==> src/rtl/spi_frame_pkg.sv <==
// Shared definitions for the LED-frame SPI link (master and slave parsing).
// Optional checksum byte controlled by macro SPI_FRAME_CHECKSUM_EN.
package spi_frame_pkg;

  localparam logic [7:0] SPI_START0 = 8'h55;
  localparam logic [7:0] SPI_START1 = 8'h5B;
  localparam logic [7:0] SPI_STOP   = 8'hAA;

  typedef enum logic [2:0] {
    IDLE,
    CS_SETUP,
    LOAD,
    FETCH,
    SHIFT,
    GAP,
    CS_HOLD,
    DONE
  } spi_master_state_t;

  // Total bytes on the wire for one frame: two start bytes, payload,
  // optional XOR checksum, stop byte.
  function automatic int frame_bytes(input int leds);
`ifdef SPI_FRAME_CHECKSUM_EN
    return leds * 3 + 4;
`else
    return leds * 3 + 3;
`endif
  endfunction

endpackage

==> src/rtl/spi_frame_if.sv <==
// Bundle of the frame-request handshake, frame-memory read port and SPI pins.
interface spi_frame_if #(
  parameter int ADDR_WIDTH = 7
);

  logic                  i_start;
  logic [ADDR_WIDTH-1:0] o_rd_addr;
  logic [7:0]            i_rd_data;
  logic                  o_sclk;
  logic                  o_cs;
  logic                  o_mosi;
  logic                  o_busy;
  logic                  o_frame_done;

  modport master (
    input  i_start, i_rd_data,
    output o_rd_addr, o_sclk, o_cs, o_mosi, o_busy, o_frame_done
  );

  modport slave (
    output i_start, i_rd_data,
    input  o_rd_addr, o_sclk, o_cs, o_mosi, o_busy, o_frame_done
  );

endinterface

==> src/rtl/spi_byte_shifter.sv <==
// Mode-0 byte serializer: CLK_DIV divider, bit counter and MSB-first shift
// register. A load starts a byte with SCLK low; o_byte_done marks the cycle
// whose edge returns SCLK low after the eighth high phase.
module spi_byte_shifter #(
  parameter int CLK_DIV = 4
) (
  input  logic       i_clk,
  input  logic       i_rst,
  input  logic       i_load,
  input  logic [7:0] i_byte,
  output logic       o_sclk,
  output logic       o_mosi,
  output logic       o_byte_done
);

  localparam int DIV_W = $clog2(CLK_DIV + 1);

  logic [DIV_W-1:0] div_q, div_d;
  logic [2:0]       bit_q, bit_d;
  logic [7:0]       shreg_q, shreg_d;
  logic             sclk_q, sclk_d;
  logic             active_q, active_d;
  logic             byte_done;

  // Half-period divider; data advances only when SCLK falls.
  always_comb begin
    div_d     = div_q;
    bit_d     = bit_q;
    shreg_d   = shreg_q;
    sclk_d    = sclk_q;
    active_d  = active_q;
    byte_done = 1'b0;
    if (i_load) begin
      shreg_d  = i_byte;
      div_d    = '0;
      bit_d    = '0;
      sclk_d   = 1'b0;
      active_d = 1'b1;
    end else if (active_q) begin
      if (div_q == DIV_W'(CLK_DIV - 1)) begin
        div_d  = '0;
        sclk_d = ~sclk_q;
        if (sclk_q) begin
          if (bit_q == 3'd7) begin
            active_d  = 1'b0;
            byte_done = 1'b1;
          end else begin
            bit_d   = bit_q + 3'd1;
            shreg_d = {shreg_q[6:0], 1'b0};
          end
        end
      end else begin
        div_d = div_q + DIV_W'(1);
      end
    end
  end

  // Shifter state registers.
  always_ff @(posedge i_clk) begin
    if (i_rst) begin
      div_q    <= '0;
      bit_q    <= '0;
      shreg_q  <= '0;
      sclk_q   <= 1'b0;
      active_q <= 1'b0;
    end else begin
      div_q    <= div_d;
      bit_q    <= bit_d;
      shreg_q  <= shreg_d;
      sclk_q   <= sclk_d;
      active_q <= active_d;
    end
  end

  assign o_sclk      = sclk_q;
  assign o_mosi      = shreg_q[7];
  assign o_byte_done = byte_done;

endmodule

==> src/rtl/spi_frame_master.sv <==
// LED frame SPI master: 0x55 0x5B, LEDS*3 payload bytes from a 1-cycle
// synchronous frame memory, optional XOR checksum, then 0xAA.
// Optional checksum byte controlled by macro SPI_FRAME_CHECKSUM_EN.
module spi_frame_master
  import spi_frame_pkg::*;
#(
  parameter int LEDS       = 30,
  parameter int ADDR_WIDTH = $clog2(LEDS * 3),
  parameter int CLK_DIV    = 4,
  parameter int GAP_CYCLES = 0
) (
  input  logic       i_clk,
  input  logic       i_rst,
  spi_frame_if.master bus
);

  localparam int PAYLOAD = LEDS * 3;
  localparam int NBYTES  = frame_bytes(LEDS);
  localparam int IDX_W   = $clog2(NBYTES + 1);
  localparam int CNT_MAX = (CLK_DIV > GAP_CYCLES) ? CLK_DIV : GAP_CYCLES;
  localparam int CNT_W   = $clog2(CNT_MAX + 1);

  spi_master_state_t     state_q, state_d;
  logic [IDX_W-1:0]      idx_q, idx_d;
  logic [CNT_W-1:0]      cnt_q, cnt_d;
  logic                  cs_q, cs_d;
  logic                  busy_q, busy_d;
  logic                  done_q, done_d;
  logic [ADDR_WIDTH-1:0] rd_addr_q, rd_addr_d;
  logic                  is_payload, is_last, shift_load, byte_done;
  logic                  sclk, mosi;
  logic [7:0]            fetch_byte;
`ifdef SPI_FRAME_CHECKSUM_EN
  logic [7:0]            xor_q, xor_d;
`endif

  // Classify the current byte index and pick the byte to serialize.
  always_comb begin
    is_payload = (idx_q >= IDX_W'(2)) && (idx_q < IDX_W'(PAYLOAD + 2));
    is_last    = (idx_q == IDX_W'(NBYTES - 1));
    fetch_byte = SPI_STOP;
    if (idx_q == IDX_W'(0)) begin
      fetch_byte = SPI_START0;
    end else if (idx_q == IDX_W'(1)) begin
      fetch_byte = SPI_START1;
    end else if (is_payload) begin
      fetch_byte = bus.i_rd_data;
`ifdef SPI_FRAME_CHECKSUM_EN
    end else if (idx_q == IDX_W'(PAYLOAD + 2)) begin
      fetch_byte = xor_q;
`endif
    end
  end

  // Frame sequencer; the read address is driven during LOAD so the memory
  // data lands in FETCH, and holds its last value otherwise.
  always_comb begin
    state_d    = state_q;
    idx_d      = idx_q;
    cnt_d      = cnt_q;
    cs_d       = cs_q;
    busy_d     = busy_q;
    done_d     = 1'b0;
    rd_addr_d  = rd_addr_q;
    shift_load = 1'b0;
`ifdef SPI_FRAME_CHECKSUM_EN
    xor_d      = xor_q;
`endif
    case (state_q)
      IDLE: begin
        if (bus.i_start) begin
          state_d = CS_SETUP;
          cs_d    = 1'b0;
          busy_d  = 1'b1;
          idx_d   = '0;
          cnt_d   = '0;
        end
      end
      CS_SETUP: begin
`ifdef SPI_FRAME_CHECKSUM_EN
        xor_d = '0;
`endif
        if (cnt_q == CNT_W'(CLK_DIV - 1)) begin
          cnt_d   = '0;
          state_d = LOAD;
        end else begin
          cnt_d = cnt_q + CNT_W'(1);
        end
      end
      LOAD: begin
        if (is_payload) begin
          rd_addr_d = ADDR_WIDTH'(idx_q - IDX_W'(2));
        end
        state_d = FETCH;
      end
      FETCH: begin
        shift_load = 1'b1;
`ifdef SPI_FRAME_CHECKSUM_EN
        if (is_payload) begin
          xor_d = xor_q ^ bus.i_rd_data;
        end
`endif
        state_d = SHIFT;
      end
      SHIFT: begin
        if (byte_done) begin
          cnt_d = '0;
          if (is_last) begin
            state_d = CS_HOLD;
          end else begin
            idx_d   = idx_q + IDX_W'(1);
            state_d = (GAP_CYCLES > 0) ? GAP : LOAD;
          end
        end
      end
      GAP: begin
        if (cnt_q == CNT_W'(GAP_CYCLES - 1)) begin
          cnt_d   = '0;
          state_d = LOAD;
        end else begin
          cnt_d = cnt_q + CNT_W'(1);
        end
      end
      CS_HOLD: begin
        if (cnt_q == CNT_W'(CLK_DIV - 1)) begin
          cnt_d   = '0;
          cs_d    = 1'b1;
          done_d  = 1'b1;
          state_d = DONE;
        end else begin
          cnt_d = cnt_q + CNT_W'(1);
        end
      end
      DONE: begin
        busy_d  = 1'b0;
        state_d = IDLE;
      end
      default: begin
        state_d = IDLE;
      end
    endcase
  end

  // Sequencer state registers.
  always_ff @(posedge i_clk) begin
    if (i_rst) begin
      state_q   <= IDLE;
      idx_q     <= '0;
      cnt_q     <= '0;
      cs_q      <= 1'b1;
      busy_q    <= 1'b0;
      done_q    <= 1'b0;
      rd_addr_q <= '0;
`ifdef SPI_FRAME_CHECKSUM_EN
      xor_q     <= '0;
`endif
    end else begin
      state_q   <= state_d;
      idx_q     <= idx_d;
      cnt_q     <= cnt_d;
      cs_q      <= cs_d;
      busy_q    <= busy_d;
      done_q    <= done_d;
      rd_addr_q <= rd_addr_d;
`ifdef SPI_FRAME_CHECKSUM_EN
      xor_q     <= xor_d;
`endif
    end
  end

  spi_byte_shifter #(
    .CLK_DIV(CLK_DIV)
  ) u_shifter (
    .i_clk      (i_clk),
    .i_rst      (i_rst),
    .i_load     (shift_load),
    .i_byte     (fetch_byte),
    .o_sclk     (sclk),
    .o_mosi     (mosi),
    .o_byte_done(byte_done)
  );

  assign bus.o_rd_addr    = rd_addr_d;
  assign bus.o_sclk       = sclk;
  assign bus.o_mosi       = mosi;
  assign bus.o_cs         = cs_q;
  assign bus.o_busy       = busy_q;
  assign bus.o_frame_done = done_q;

endmodule

==> src/flat_wrapper.sv <==
// flat-port wrapper written by rule: the top's interface ports become plain ports
module spi_frame_master_flat import spi_frame_pkg::*;
#(
  parameter int LEDS       = 30,
  parameter int ADDR_WIDTH = $clog2(LEDS * 3),
  parameter int CLK_DIV    = 4,
  parameter int GAP_CYCLES = 0
)
  (i_clk, i_rst, bus_i_start, bus_i_rd_data, bus_o_rd_addr, bus_o_sclk, bus_o_cs, bus_o_mosi, bus_o_busy, bus_o_frame_done);
  spi_frame_if #(.ADDR_WIDTH(ADDR_WIDTH)) bus_i ();
  input  logic i_clk;
  input  logic i_rst;
  input wire logic [$bits(bus_i.i_start)-1:0] bus_i_start;
  input wire logic [$bits(bus_i.i_rd_data)-1:0] bus_i_rd_data;
  output wire logic [$bits(bus_i.o_rd_addr)-1:0] bus_o_rd_addr;
  output wire logic [$bits(bus_i.o_sclk)-1:0] bus_o_sclk;
  output wire logic [$bits(bus_i.o_cs)-1:0] bus_o_cs;
  output wire logic [$bits(bus_i.o_mosi)-1:0] bus_o_mosi;
  output wire logic [$bits(bus_i.o_busy)-1:0] bus_o_busy;
  output wire logic [$bits(bus_i.o_frame_done)-1:0] bus_o_frame_done;
  assign bus_i.i_start = bus_i_start;
  assign bus_i.i_rd_data = bus_i_rd_data;
  assign bus_o_rd_addr = bus_i.o_rd_addr;
  assign bus_o_sclk = bus_i.o_sclk;
  assign bus_o_cs = bus_i.o_cs;
  assign bus_o_mosi = bus_i.o_mosi;
  assign bus_o_busy = bus_i.o_busy;
  assign bus_o_frame_done = bus_i.o_frame_done;
  spi_frame_master #(.LEDS(LEDS), .ADDR_WIDTH(ADDR_WIDTH), .CLK_DIV(CLK_DIV), .GAP_CYCLES(GAP_CYCLES)) u_core (.i_clk(i_clk), .i_rst(i_rst), .bus(bus_i));
endmodule
==> config.mk <==
export PLATFORM = sky130hd
export DESIGN_NAME = spi_frame_master_flat
export DESIGN_NICKNAME = d
export VERILOG_FILES = /design/src/rtl/spi_frame_pkg.sv /design/src/rtl/spi_frame_if.sv /design/src/rtl/spi_byte_shifter.sv /design/src/rtl/spi_frame_master.sv /design/src/flat_wrapper.sv
export SDC_FILE = /design/constraint.sdc
export NUM_CORES = 1
export LEC_CHECK = 0
export BUFFER_PORTS_ARGS = -buffer_cell sky130_fd_sc_hd__buf_2
export CORE_MARGIN = 1
export CORE_UTILIZATION = 58
export CTS_BUF_LIST = sky130_fd_sc_hd__clkbuf_4 sky130_fd_sc_hd__clkbuf_8 sky130_fd_sc_hd__clkbuf_16
export CTS_CLUSTER_SIZE = 8
export DETAILED_ROUTE_END_ITERATION = 16
export PLACE_DENSITY = 0.81
export SLEW_MARGIN = 20
export SYNTH_ARGS = -nofsm -noshare
export SYNTH_HDL_FRONTEND = slang
export SYNTH_SLANG_ARGS = --single-unit
==> constraint.sdc <==
create_clock -name i_clk -period 2.2 [get_ports i_clk]
set_clock_uncertainty 0.05 [all_clocks]
set_input_delay 0.22 -clock i_clk [delete_from_list [all_inputs] [get_ports i_clk]]
set_output_delay 0.22 -clock i_clk [all_outputs]
set_load 0.02 [all_outputs]
After elaboration in Yosys (flattened, before gate mapping)
Cells that the tools add are included.
- register bits: 39
- bits of input ports: 11
- output and inout port bits: 12
- word-level logic and storage cells: 107
- add/subtract/negate cells: 5
- order comparisons: 2
- equal/unequal tests: 20
- mux-type cells: 44
- bitwise operators: 3
- reductions and logical operators: 21
- operators with widths (cell ; count):
    $mux W8 ; 8
    $mux W7 ; 5
    $mux W3 ; 11
    $pmux W3 S8 ; 1
    $eq A3 B3 Y1 const B ; 6
    $mux W1 ; 15
    $pmux W7 S2 ; 1
    $eq A3 B2 Y1 const B ; 4
    $pmux W3 S4 ; 1
    $reduce_and A4 Y1 ; 3
    $reduce_bool A2 Y1 ; 6
    $ne A2 B1 Y1 const B ; 5
    $add A3 B1 Y3 const B ; 3
    $add A7 B1 Y7 const B ; 1
    $eq A7 B1 Y1 const B ; 1
    $eq A7 B7 Y1 const B ; 1
    $ge A7 B2 Y1 const B ; 1
    $logic_not A7 Y1 ; 1
    $lt A7 B7 Y1 const B ; 1
    $sub A7 B2 Y7 const B ; 1
    $reduce_and A3 Y1 ; 2
    $reduce_or A2 Y1 ; 3
    $reduce_and A5 Y1 ; 1
    $ne A2 B2 Y1 const B ; 2
    other kinds (7) ; 11

Depth between registers and ports, before layout
- word-level depth: 8
- mapped depth: 9

Modules after synthesis
From an unflattened synthesis, not the netlist that was laid out.
- cell total of the unflattened synthesis: 294
- area total of the unflattened synthesis: 2561.2 um2
- modules (own cells, without submodules) (module ; instances ; cells an instance ; area each (um2) ; sequential area each (um2)):
    spi_frame_master ; 1 ; 204 ; 1751.7 ; 460.4
    spi_byte_shifter ; 1 ; 90 ; 809.5 ; 320.3

Worst setup path after synthesis
Ideal clock, no wire load.
- kind: register to register
- start: reg u_core.idx_q[2]
- end: reg u_core.rd_addr_q[5]
- arrival: 1.878 ns
- setup slack: 0.205 ns
- cell stages (with the launch flop): 9
- buffers on the path: 2
- period minus slack after synthesis: 1.995 ns
- cells stage by stage: dfxtp_1 buf_2 inv_1 ha_1 a32oi_2 buf_4 a21oi_1 a31oi_1 nor2b_1
- longest elaborated chain between the ends: 4
- elaborated cells between the ends (all ways): 6
- those cells by class: add/sub (1); order compare (2); mux (2); reduce/logical (1)
- RTL lines (what ; RTL line ; source):
    start: declaration ; spi_frame_master.sv:24 ; logic [IDX_W-1:0] idx_q, idx_d;
    start signal: assignment ; spi_frame_master.sv:159 ; idx_q <= idx_d;
    $ge A7 B2 Y1 / $lt A7 B7 Y1 (equally long branches) ; spi_frame_master.sv:39 ; is_payload = (idx_q >= IDX_W'(2)) && (idx_q < IDX_W'(PAYLOAD + 2));
    $logic_and A1 B1 Y1 ; spi_frame_master.sv:39 ;
    $mux W7 (*) ; spi_frame_master.sv:91 ; if (is_payload) begin
    $mux W7 (*) ; spi_frame_master.sv:69 ; case (state_q)
    via bus_o_rd_addr[5] ; flat_wrapper.sv:15 ; output wire logic [$bits(bus_i.o_rd_addr)-1:0] bus_o_rd_addr;
    end signal: assignment ; spi_frame_master.sv:164 ; rd_addr_q <= rd_addr_d;
    end: declaration ; spi_frame_master.sv:29 ; logic [ADDR_WIDTH-1:0] rd_addr_q, rd_addr_d;
Mark *: on every way through the listed nets, which the timed path passes. The rest lies on a longest branch.
A chain may end at the register's enable or synchronous reset.

Final worst setup path
- start: reg u_core.idx_q[2]
- end: out bus_o_rd_addr[4]
- longest elaborated chain between the ends: 4
- elaborated cells between the ends (all ways): 6
- those cells by class: add/sub (1); order compare (2); mux (2); reduce/logical (1)
- RTL lines (what ; RTL line):
    $ge A7 B2 Y1 / $lt A7 B7 Y1 (equally long branches) ; spi_frame_master.sv:39
    $logic_and A1 B1 Y1 ; spi_frame_master.sv:39
    $mux W7 (*) ; spi_frame_master.sv:91
    $mux W7 (*) ; spi_frame_master.sv:69
    end: declaration ; flat_wrapper.sv:15
Every way passes the cells marked *; elsewhere a longest branch is shown, timed or not.

==> run metrics <==
Crit path arrival time=1900 ps; WL/cell=around 15 µm; largest family of logic cells by synthesized area=simple AND/OR/NAND/NOR gates; Vias=1930; pre-CTS setup slack=between 80 and 90 ps; pin count of the biggest net entering global routing=16; Synth Area in Compound Gates=0.188; DRC Markers=0; Post-synth EDFFs=0; violation count after the first detailed-route iteration=70; Crit. End Element=output port; sequential area share after synthesis=0.363; CTS Buffer Depth=2; XOR/XNOR Fraction of Synth Area=0.0244; clock slew at reported path FFs=~80 ps; gr ovfl total=0; Clock Latency Late Sink=just under 300 ps; fin area=2580 µm²; Final Power=between 1.5 and 2 mW; die footprint=~4000 µm²; Syn Std Cell Area=about 2200 µm²; Starting Density=0.625; Simple-Gate Fraction of Synth Area=0.234; final worst slack=between 30 and 40 ps; htree depth=2; placed cell area=roughly 2300 µm²; max_cap viols=0; Post-synth ARST share=0; run status=finished, final reports clean; number of global-route vias before repair=between 1500 and 2000; largest fanout on the critical path=8; Rel. slew slack=0.636; Top Ports=23; Area contributors post-synth=dfxtp_1 (36%), ha_1 (7.6%), a21oi_1 (6.3%), mux2i_1 (5.1%), nor2_1 (3.8%); final antenna diode count=0; hold slack=roughly 120 ps; DIE HEIGHT=62.9 µm; Leak=around 1.1 nW; GP Congestion=0.891; first-pass GRT wire length=roughly 8 mm; IO Port Bufs=22; RSZ-0062 raised after global routing=yes; Clock Tree Root=clkbuf_8; fin nets=~300; crit start category=flip-flop; initial antenna violation count=0; number of synthesized register bits=39; CP required=between 1500 and 2000 ps; post-synth cell types=50; Core Area=roughly 3400 µm²; cts hold-fix bufs=0; dpl hpwl=between 3 and 4 mm; commonest non-fill, non-tap cell in the layout=dfxtp_1; cell count after synthesis=~250; die width=about 63 µm; commonest non-fill, non-tap cells in the layout=dfxtp_1 (35), a21oi_1 (27), nor2_1 (22); final wirelength=slightly below 5 mm; Syn Area/Cell=roughly 8.5 µm²; Post-Syn Nets=approximately 280; DR vias/cell=slightly below 6; Layout area overhead=20.0%; worst vdd rail ir drop=roughly 0.00037 V; gr usage total=0.256; Final Util=0.750; final number of hold-violating endpoints=0; CTS sink cnt=39; multiplexer share of the synthesized area=0.0617; Fmax=roughly 0.46 GHz; Power Density=around 640 nW/µm²; min cycle time layout=about 2200 ps; Yosys top cell area share=0.363; DR pass1 iterations=4; Ys Warns=0; Std-Cell Rows=21; fin. max-slew vios=0; CTS tree=done; Post-Synth Adder-Cell Area=0.0756; Final Cycle Share=0.985; TritonCTS buffer count=5; final antenna-violating net count=0; worst-margin pin slew=~540 ps; Crit Path Category=reg -> out; post-synth top area cell=dfxtp_1; hold crit path type=in -> reg; Setup Viol. Count Final=0; layout cells sized above 1=0.249; dominant synthesized flop cell=dfxtp_1
==> flip-flops by register name, summed over array words and instances (netlist names) <==
signal,cells
u_core.state_q,3
u_core.u_shifter.shreg_q,8
u_core.bus.o_busy,1
u_core.bus.o_frame_done,1
u_core.u_shifter.div_q,3
u_core.idx_q,7
u_core.u_shifter.bit_q,3
u_core.cnt_q,3
u_core.u_shifter.active_q,1
u_core.bus.o_cs,1
u_core.rd_addr_q,7
u_core.u_shifter.o_sclk,1
==> cells in the mapped netlist, types with 2 or more instances <==
cell / instances
mux2_1: 2
a211oi_2: 2
nand2b_1: 8
nor3_1: 3
xor2_1: 3
buf_2: 6
mux2i_1: 11
a22oi_1: 2
dfxtp_1: 39
nor2_1: 22
buf_4: 3
a21oi_1: 27
o21ai_0: 7
or2_2: 2
xnor2_1: 3
inv_1: 9
a31oi_1: 5
ha_1: 13
nand2_1: 20
or3_1: 6
a211oi_1: 2
o21ai_1: 10
nand3b_1: 2
clkbuf_1: 7
nand3_1: 5
nor2b_1: 8
and3_1: 2
nand4_1: 2
==> through the flow <==
stage,instances,setup TNS [ps]
finish,327,0
global route,327,-197
CTS,324,0
detailed placement,316,0
global placement,316,0
floorplan,253,0
==> path summary, 6_finish.rpt <==
check                       startpoint                           to  slack, ps  cells past startpoint
max                    u_core.idx_q[2]             bus_o_rd_addr[4]         30                      8
min                   bus_i_rd_data[3]  u_core.u_shifter.shreg_q[3]        120                      3
max reg2reg  u_core.u_shifter.bit_q[0]              u_core.idx_q[3]        250                      7
min reg2reg  u_core.u_shifter.div_q[2]    u_core.u_shifter.div_q[2]        410                      2
==> metal layers <==
layer,track usage,share of wire,vias up
met5,0,0,-
met4,0.113,0.017,0
met3,0.0693,0.042,8
met2,0.401,0.47,55
met1,0.326,0.47,918
li1,-,-,949
==> worst max-delay path, stage by stage (launching register included) <==
cell,delay [ps]
dfxtp_4,370
inv_4,90
ha_2,200
nand2b_4,70
a32oi_4,270
buf_6,170
a21oi_1,60
a31oi_1,200
buf_4,190
==> repair_timing <==
action                                  in CTS  in global routing
buffers inserted                             0                  3
pin swaps                                    1                  1
gates cloned                                 0                  0
resized for setup                            7                 18
endpoints found under the setup margin       7                 13
==> cell type report <==
cell class	instances	area, µm²
well taps	46	57.6
fillers	223	861
repair buffers	36	226
clock buffers	5	68.8
multi-input cells	189	1330
flip-flops and latches	39	791
clock inverters	3	67.6
inverters	9	36.3
==> where the power goes <==
group / total, mW / leakage (nW) / switching, mW / internal [mW]
clock network: 0.716 / 0.0644 / 0.263 / 0.452
registers: 0.752 / 0.318 / 0.0260 / 0.726
logic: 0.192 / 0.672 / 0.117 / 0.0751
==> logic make-up (layout without fill, tap and decap cells) <==
logic type      count (synthesis)  after routing
compound gates                 66             66
flops                          39             39
mux                            13             13
xor+xnor                        6              6
fa+ha+maj                      13             13
simple gates                   91             91
buf+inv                        25             53
No activity file was read; power rests on OpenSTA's default activity.
